`src/rtl/zuma_cfg_pkg.sv`:
```
// zuma_cfg_pkg: shared state encoding and helpers for the eLUT configuration sequencer
package zuma_cfg_pkg;
  typedef enum logic [1:0] {IDLE, WRITE, VERIFY, DONE} cfg_state_e;
  localparam int MAX_LUTS = 64;
  function automatic int mask_w(input int lut_size);
    return 1 << lut_size;
  endfunction
  function automatic logic [MAX_LUTS-1:0] onehot(input int idx);
    return MAX_LUTS'(1) << idx;
  endfunction
endpackage

```
`src/rtl/zuma_cfg_bitcnt.sv`:
```
// zuma_cfg_bitcnt: LUT address counter with load, enable and terminal count at the last mask bit
module zuma_cfg_bitcnt #(
  parameter int W = 6
) (
  input  logic         clk,
  input  logic         rst_n,
  input  logic         load,
  input  logic         en,
  output logic [W-1:0] addr,
  output logic         tc
);
  logic [W:0] cnt_q, cnt_d;
  // load clears to address 0 and takes priority over counting
  always_comb cnt_d = load ? '0 : en ? cnt_q + (W+1)'(1) : cnt_q;
  // counter register
  always_ff @(posedge clk or negedge rst_n)
    if (!rst_n) cnt_q <= '0;
    else cnt_q <= cnt_d;
  assign addr = cnt_q[W-1:0];
  assign tc   = cnt_q == {1'b0, {W{1'b1}}};
endmodule

```
`src/rtl/zuma_lut_cfg_ctrl.sv`:
```
// zuma_lut_cfg_ctrl: writes one LUT mask bit-serially into an eLUT and optionally reads it back
module zuma_lut_cfg_ctrl
  import zuma_cfg_pkg::*;
#(
  parameter int ZUMA_LUT_SIZE = 6,
  parameter int NUM_LUTS      = 8,
  parameter int IDX_W         = 3,
  parameter int VERIFY_EN     = 1,
  localparam int MASK_W       = mask_w(ZUMA_LUT_SIZE)
) (
  input  logic                     clk,
  input  logic                     rst_n,
  input  logic                     cfg_valid,
  output logic                     cfg_ready,
  input  logic [IDX_W-1:0]         cfg_lut_idx,
  input  logic [MASK_W-1:0]        cfg_mask,
  input  logic                     cfg_abort,
  output logic [ZUMA_LUT_SIZE-1:0] lut_a,
  output logic                     lut_d,
  output logic [NUM_LUTS-1:0]      lut_we,
  output logic [ZUMA_LUT_SIZE-1:0] lut_dpra,
  output logic                     cfg_mode,
  input  logic [NUM_LUTS-1:0]      lut_dpo,
  output logic                     busy,
  output logic                     done,
  output logic                     error
);
  cfg_state_e               state_q, state_d;
  logic [IDX_W-1:0]         idx_q, idx_d;
  logic [MASK_W-1:0]        mask_q, mask_d;
  logic                     err_q, err_d;
  logic                     error_q, error_d;
  logic                     rdy_q, rdy_d;
  logic                     cnt_ld, cnt_en, cnt_tc;
  logic [ZUMA_LUT_SIZE-1:0] cnt;
  logic [NUM_LUTS-1:0]      sel;
  logic                     rd_bit;

  zuma_cfg_bitcnt #(.W(ZUMA_LUT_SIZE)) u_bitcnt (
    .clk  (clk),
    .rst_n(rst_n),
    .load (cnt_ld),
    .en   (cnt_en),
    .addr (cnt),
    .tc   (cnt_tc)
  );

  assign sel    = NUM_LUTS'(onehot(int'(idx_q)));
  assign rd_bit = |(lut_dpo & sel);

  // next-state: accept, serial write, read-back sweep, one-cycle completion; abort wins over the last bit
  always_comb begin
    state_d = state_q;
    idx_d   = idx_q;
    mask_d  = mask_q;
    err_d   = err_q;
    error_d = error_q;
    rdy_d   = 1'b1;
    cnt_ld  = 1'b0;
    cnt_en  = 1'b0;
    case (state_q)
      IDLE: if (cfg_valid && cfg_ready) begin
        idx_d   = cfg_lut_idx;
        mask_d  = cfg_mask;
        err_d   = int'(cfg_lut_idx) >= NUM_LUTS;
        error_d = 1'b0;
        cnt_ld  = 1'b1;
        state_d = err_d ? DONE : WRITE;
      end
      WRITE: begin
        cnt_en = 1'b1;
        err_d  = err_q | cfg_abort;
        if (cnt_tc || cfg_abort) begin
          cnt_ld  = 1'b1;
          state_d = (cfg_abort || VERIFY_EN == 0) ? DONE : VERIFY;
        end
      end
      VERIFY: begin
        cnt_en = 1'b1;
        err_d  = err_q | cfg_abort | (rd_bit != mask_q[cnt]);
        if (cnt_tc || cfg_abort) begin
          cnt_ld  = 1'b1;
          state_d = DONE;
        end
      end
      default: state_d = IDLE;
    endcase
    if (state_d == DONE) error_d = err_d;
  end

  // state and transaction registers
  always_ff @(posedge clk or negedge rst_n)
    if (!rst_n) begin
      state_q <= IDLE;
      idx_q   <= '0;
      mask_q  <= '0;
      err_q   <= 1'b0;
      error_q <= 1'b0;
      rdy_q   <= 1'b0;
    end else begin
      state_q <= state_d;
      idx_q   <= idx_d;
      mask_q  <= mask_d;
      err_q   <= err_d;
      error_q <= error_d;
      rdy_q   <= rdy_d;
    end

  assign cfg_ready = rdy_q && state_q == IDLE;
  assign busy      = state_q != IDLE;
  assign done      = state_q == DONE;
  assign cfg_mode  = state_q == VERIFY;
  assign lut_a     = state_q == WRITE ? cnt : '0;
  assign lut_d     = state_q == WRITE && mask_q[cnt];
  assign lut_we    = state_q == WRITE ? sel : '0;
  assign lut_dpra  = state_q == VERIFY ? cnt : '0;
  assign error     = error_q;
endmodule

```
`config.mk`:
```
export PLATFORM = sky130hd
export DESIGN_NAME = zuma_lut_cfg_ctrl
export DESIGN_NICKNAME = d
export VERILOG_FILES = /design/src/rtl/zuma_cfg_pkg.sv /design/src/rtl/zuma_cfg_bitcnt.sv /design/src/rtl/zuma_lut_cfg_ctrl.sv
export SDC_FILE = /design/constraint.sdc
export NUM_CORES = 1
export LEC_CHECK = 0
export ABC_AREA = 0
export BUFFER_PORTS_ARGS = -buffer_cell sky130_fd_sc_hd__buf_4
export CAP_MARGIN = 20
export CELL_PAD_IN_SITES_DETAIL_PLACEMENT = 2
export CELL_PAD_IN_SITES_GLOBAL_PLACEMENT = 2
export CORE_MARGIN = 3
export CORE_UTILIZATION = 31
export DETAILED_ROUTE_END_ITERATION = 8
export GPL_TIMING_DRIVEN = 0
export PLACE_DENSITY_LB_ADDON = 0.1
export SLEW_MARGIN = 20
export SYNTH_ARGS = -nofsm -noshare
export SYNTH_HDL_FRONTEND = slang
export SYNTH_SLANG_ARGS = --single-unit
export TNS_END_PERCENT = 30
```
`constraint.sdc`:
```
create_clock -name clk -period 2.5 [get_ports clk]
set_clock_uncertainty 0.2 [all_clocks]
set_input_delay 0.125 -clock clk [delete_from_list [all_inputs] [get_ports clk]]
set_output_delay 0.125 -clock clk [all_outputs]
set_load 0.005 [all_outputs]
```
==> reports/qor.txt, run 1 <==
outcome = complete, but fails checks
failing checks = setup timing
CTS tree = yes
syn nets = 546
maximum VDD drop = 0.313 mV
Worst path top cell family by delay = multiplexers
synth warn = 0
Synth Register Bits = 79
R2R depth = 7
Final nets = 737
Slew Limit Fails = 0
most used cell, CP = buf_4
total number of vias = 3974
initial antenna violation count = 0
worst hold stages = 4
post-route clock period utilization = 108%
# setup viols final = 1
total clock sinks = 79
Int Pwr = 3.91 mW
PwrDens = 1030 nW/µm²
Buf+Inv Stages, Crit Path = 3
Reg clk slew, reported paths = 50 ps
1st-iter DRT viols = 145
CTS HTree Levels = 3
Clock Latency Late Sink = 340 ps
number of global-route vias before repair = 4548
Syn Std Cell Area = 4060 µm²
worst reg2reg startpoint = u_bitcnt.cnt_q[0]
Die W = 120 µm
P_leak = 3.06 nW
Synth Instances = 461
Total Die Area = 14500 µm²
Reg power frac = 35.8%
CTS root buf = clkbuf_16
WS Path Type = reg -> out
global-route wire length before repair = 24100 µm
CP max-delay cell = dfrtp_1
ANT cells = 0
Worst path max stage delay = 370 ps
GRT Total Usage = 21.4%
total core area = 12700 µm²
Buffers on Ports = 104
Logic pwr share = 46.3%
Crit. End Element = primary output
Hold Crit Endpoint = err_q
Layout area overhead = 52.2%
vias per std cell = 4.81
RD Place Congestion = 0.749
Ports = 105
commonest non-fill, non-tap cell in the layout = nand2_1
clock power share = 17.9%
Sw Ratio = 38.8%
Psw = 2.48 mW
clk buf depth = 2
crit path cell chain = buf_8 -> buf_4 -> mux2_2 -> o21ai_1 -> a311oi_2 -> nor3_4 -> nand2_1 -> mux2i_1 -> nor2b_1 -> buf_4
reported max-cap violation count = 0
CP Max Fanout = 7
DR WL/cell = 18.2 µm
drc violations = 0
syn_area_per_cell = 8.80 µm²
ratio of cells with drive above 1 in the final layout = 25.3%
HPWL Detailed = 9340 µm
Slew HR = 49.6%
post-route minimum period = 2710 ps
num rows = 41
Final WS setup = -209 ps
Seq/Total Area, Yosys = 48.7%
worst min path class = in -> reg
TritonCTS buffer count = 9
Final Hold Violating Endpoints = 0
Setup crit start kind = flip-flop
WP data required = 2170 ps
Initial Util = 31.9%
dpl ws = -398 ps
reg-to-reg endpoint = error
GRT overflow = 0
largest net degree at the start of global routing = 80
Fin Setup TNS = -209 ps
register-to-register setup slack = 60 ps
post-route antenna net violation count = 0
Worst Tran Pin Value = 756 ps
critical path data arrival time = 2380 ps
library cells used by synthesis = 43
RSZ-0062 raised after global routing = yes
final WL = 15100 µm
Finished Core Util = 48.5%
leading cell types in the layout, fill and taps excluded = 217 x nand2_1, 110 x buf_4, 79 x dfrtp_1
fmax = 369 MHz
Hold Path Origin = cfg_abort
First-pass DRT Iterations = 4
die span in y = 120 µm
==> synth_stat cells, drive strengths merged <==
cell type | number | area [µm²]
o311ai | 1 | 8.76
nand2 | 219 | 822
clkbuf | 20 | 75.1
xor2 | 2 | 17.5
a21oi | 7 | 35.0
conb | 1 | 3.75
mux4 | 11 | 263
nor3 | 4 | 20.0
or3 | 1 | 6.26
a21o | 3 | 22.5
nand4 | 3 | 18.8
a2111oi | 1 | 15.0
nand2b | 4 | 25.0
o2111a | 1 | 11.3
ha | 6 | 75.1
mux2i | 15 | 150
nor2 | 23 | 86.3
a211oi | 1 | 12.5
nand3b | 1 | 7.51
nand3 | 3 | 15.0
o31ai | 1 | 12.5
nor2b | 4 | 25.0
o21bai | 1 | 7.51
nor3b | 2 | 15.0
o21ai | 2 | 10.0
mux2 | 3 | 33.8
and3 | 1 | 6.26
dfrtp | 79 | 1980
inv | 5 | 18.8
o32ai | 1 | 8.76
a2bb2oi | 1 | 8.76
buf | 8 | 52.6
a22oi | 2 | 15.0
a311oi | 2 | 17.5
o211ai | 2 | 15.0
nand4b | 1 | 8.76
a221oi | 1 | 8.76
xnor2 | 5 | 43.8
and2 | 13 | 81.3
==> registers in the layout, indices dropped and copies added (netlist names) <==
name	flops
idx_q	3
error	1
err_q	1
mask_q	64
rdy_q	1
state_q	2
u_bitcnt.cnt_q	7
==> layout make-up <==
class	instances	area [µm²]
Buffer	28	156
Clock buffer	12	236
Clock inverter	2	10.0
Fill cell	1381	6550
Inverter	5	18.8
Multi-Input combinational cell	349	2010
Sequential cell	79	1980
Tap cell	172	215
Timing Repair Buffer	180	1550
==> worst reg2reg max path, delay by kind of cell, from the launching register on <==
| family | cells | cell delay, ps |
|---|---|---|
| muxes | 1 | 540 |
| AOI/OAI and AO/OA | 4 | 860 |
| xor gates and xnor gates | 1 | 180 |
| DFF | 1 | 390 |
| buffers and inverters | 1 | 180 |
==> what timing repair did <==
action / 4_1_cts / 5_1_grt
hold buffers: 68 / 0
hold endpoints to repair: 146 / 0
gates resized for setup: 23 / 15
setup buffers: 6 / 2
pin swaps: 2 / 4
endpoints found under the setup margin: 33 / 14
==> power by group through the flow <==
stage | registers [mW] | clock network, mW | logic [mW]
floorplan | 2.14 | 0 | 1.73
global placement | 2.23 | 0 | 2.42
detailed placement | 2.27 | 0 | 2.52
CTS | 2.27 | 1.17 | 2.83
global route | 2.36 | 1.22 | 3.29
finish | 2.29 | 1.14 | 2.95
==> per-stage QoR <==
stage	instances	hold slack (ps)	power [mW]	instance area [µm²]
after global routing	827	142	6.87	6170
final	827	75.2	6.38	6170
after global placement	737	116	4.65	5050
after detailed placement	737	122	4.79	5050
after CTS	825	71.2	6.27	6110
after floorplan	461	-371	3.87	4060
==> cell families after synthesis <==
| logic type | Yosys count | synth area share (%) |
|---|---|---|
| simple gates | 279 | 28.0 |
| flops | 79 | 48.7 |
| buf+inv | 33 | 3.61 |
| mux | 29 | 11.0 |
| compound gates | 27 | 5.15 |
| xor+xnor | 7 | 1.51 |
| fa+ha+maj | 6 | 1.85 |
| other cells | 1 | 0.0924 |
==> per-layer routing <==
metal / share of wire, % / track usage (%) / vias to the layer above
met1: 43 / 26.4 / 1990
met4: 1.6 / 7.08 / 0
li1: - / - / 1877
met5: 0 / 0 / -
met3: 3.6 / 3.04 / 17
met2: 52 / 38.2 / 90
==> how the worst max path moves through the flow <==
stage,cells past startpoint,start,slack [ps],endpoint
2_1_floorplan,8,u_bitcnt.cnt_q[1],220,error
3_3_place_gp,8,state_q[0],-400,mask_q[58]
3_5_place_dp,8,state_q[0],-400,mask_q[58]
4_1_cts,7,u_bitcnt.cnt_q[0],-150,lut_d
5_1_grt,10,u_bitcnt.cnt_q[1],-370,lut_d
6_report,10,u_bitcnt.cnt_q[1],-210,lut_d
Power figures use the tool's default switching activity.
==> run 2, diff against run 1 <==
- CAP_MARGIN: 20 -> not set
- CORE_UTILIZATION: 31 -> 33
- MAX_ROUTING_LAYER: not set -> met4
- clock period: 2.5 -> 3.4 ns (I/O delays scaled with it)
==> run 2 against run 1 <==
Net effect:
- core utilization is 2.7 points higher
- die area is 5.8% lower
- setup slack better by 490 ps
- largest power group unchanged
- the run now ends clean
- sequential power is 24% lower
- largest cell class is now sequential cells
- combinational power is 28% lower
- critical endpoint unchanged
- wire length is 21% higher
- final area is 2.8% lower
- count of clock-buffer cells in the layout is 1 lower
==> reports/qor.txt, run 2 (synthesized netlist as in run 1, its figures left out) <==
post-route clock period utilization = 91.8%
vias per std cell = 5.18
total clock sinks = 79
ANT cells = 0
PwrDens = 814 nW/µm²
P_leak = 2.98 nW
Crit. End Element = primary output
TritonCTS buffer count = 9
initial antenna violation count = 0
Setup crit start kind = flip-flop
Slew Limit Fails = 0
CP Max Fanout = 10
Post-CTS Resized = 0
CTS HTree Levels = 3
largest register by flop count = mask_q
ratio of cells with drive above 1 in the final layout = 21.3%
worst min path class = in -> reg
critical path data arrival time = 2750 ps
Total Die Area = 13700 µm²
Fin Setup TNS = 0 ps
GRT Total Usage = 28.9%
RD Place Congestion = 0.799
CTS root buf = clkbuf_16
RSZ-0062 raised after global routing = no
post-route antenna net violation count = 0
number of global-route vias before repair = 4797
reported max-cap violation count = 0
# setup viols final = 0
WP data required = 3030 ps
Ports = 105
total number of vias = 4100
post-route minimum period = 3120 ps
fillcell total = 1237
clk buf depth = 2
largest registers = mask_q x64, u_bitcnt.cnt_q x7, idx_q x3
num rows = 39
die span in y = 117 µm
Final nets = 729
commonest non-fill, non-tap cell in the layout = nand2_1
Clock Latency Late Sink = 350 ps
maximum VDD drop = 0.343 mV
overall power = 4.88 mW
Worst Tran Pin Value = 738 ps
Largest register FFs = 64
largest net degree at the start of global routing = 80
GR Layer Usage met2 = 52.2%
# Post-CTS Setup Buffers = 0
HPWL Detailed = 9710 µm
Layout area overhead = 47.9%
outcome = finished, final reports clean
global-route wire length before repair = 28500 µm
total core area = 11700 µm²
Hold WS = 133 ps
Final Hold Violating Endpoints = 0
1st-iter DRT viols = 252
met1 Track Usage GR = 34.6%
First-pass DRT Iterations = 4
GRT overflow = 0
GR Layer Usage met3 = 3.08%
Reg clk slew, reported paths = 60 ps
leading cell types in the layout, fill and taps excluded = 219 x nand2_1, 104 x buf_4, 79 x dfrtp_1
CTS tree = yes
Die W = 117 µm
Slew HR = 50.8%
Initial Util = 34.6%
final WL = 18200 µm
GR peak layer = met2
DR WL/cell = 23.0 µm
WS Path Type = reg -> out
drc violations = 0
fmax = 320 MHz
Hold-fix buffers, CTS = 68
Buffers on Ports = 104
run 2: per-layer routing:
metal / vias up / part of all wire (%)
met5: - / 0
met4: 0 / 1.8
met3: 33 / 4.3
met2: 133 / 53
met1: 2077 / 41
li1: 1857 / -
run 2: worst paths after layout:
kind,from,endpoint,slack [ps],depth (start not counted)
hold / removal,cfg_abort,err_q,130,4
setup reg to reg,state_q[0],mask_q[58],290,8
max in group asynchronous,rst_n,u_bitcnt.cnt_q[2],2240,2
setup / recovery,u_bitcnt.cnt_q[0],lut_d,280,10
hold reg to reg,mask_q[46],mask_q[46],280,2
min in group asynchronous,rst_n,mask_q[49],230,2
run 2: report_power, final:
part           total (mW)  switching (mW)  internal [mW]
Combinational        2.12            1.25          0.871
Clock                1.02           0.430          0.589
Sequential           1.74           0.353           1.39
run 2: critical path, cell delays in order (launching register included):
cell and delay (ps):
dfrtp_1 420, buf_6 210, clkbuf_1 460, nand2_1 90, o21ai_0 240, a311oi_1 80
nor3_1 410, nand2_1 100, mux2i_1 180, nor2b_1 70, buf_4 140
run 2: per-stage QoR:
step	std cells	setup slack, ps	util (%)	cell area [µm²]
6_report	792	278	51.2	6000
5_1_grt	792	60.0	51.2	6000
4_1_cts	792	344	51.2	6000
3_5_place_dp	708	412	42.8	5020
3_3_place_gp	708	509	42.8	5020
2_1_floorplan	461	1120	-	4060
run 2: cell type report:
| cell class | count | area (µm²) | area share [%] |
|---|---|---|---|
| Multi-Input combinational cell | 349 | 1930 | 32.2 |
| Sequential cell | 79 | 1980 | 32.9 |
| Buffer | 28 | 128 | 2.13 |
| Clock buffer | 11 | 243 | 4.05 |
| Timing Repair Buffer | 172 | 1470 | 24.4 |
| Tap cell | 143 | 179 | 2.98 |
| Inverter | 5 | 18.8 | 0.313 |
| Clock inverter | 5 | 57.6 | 0.959 |
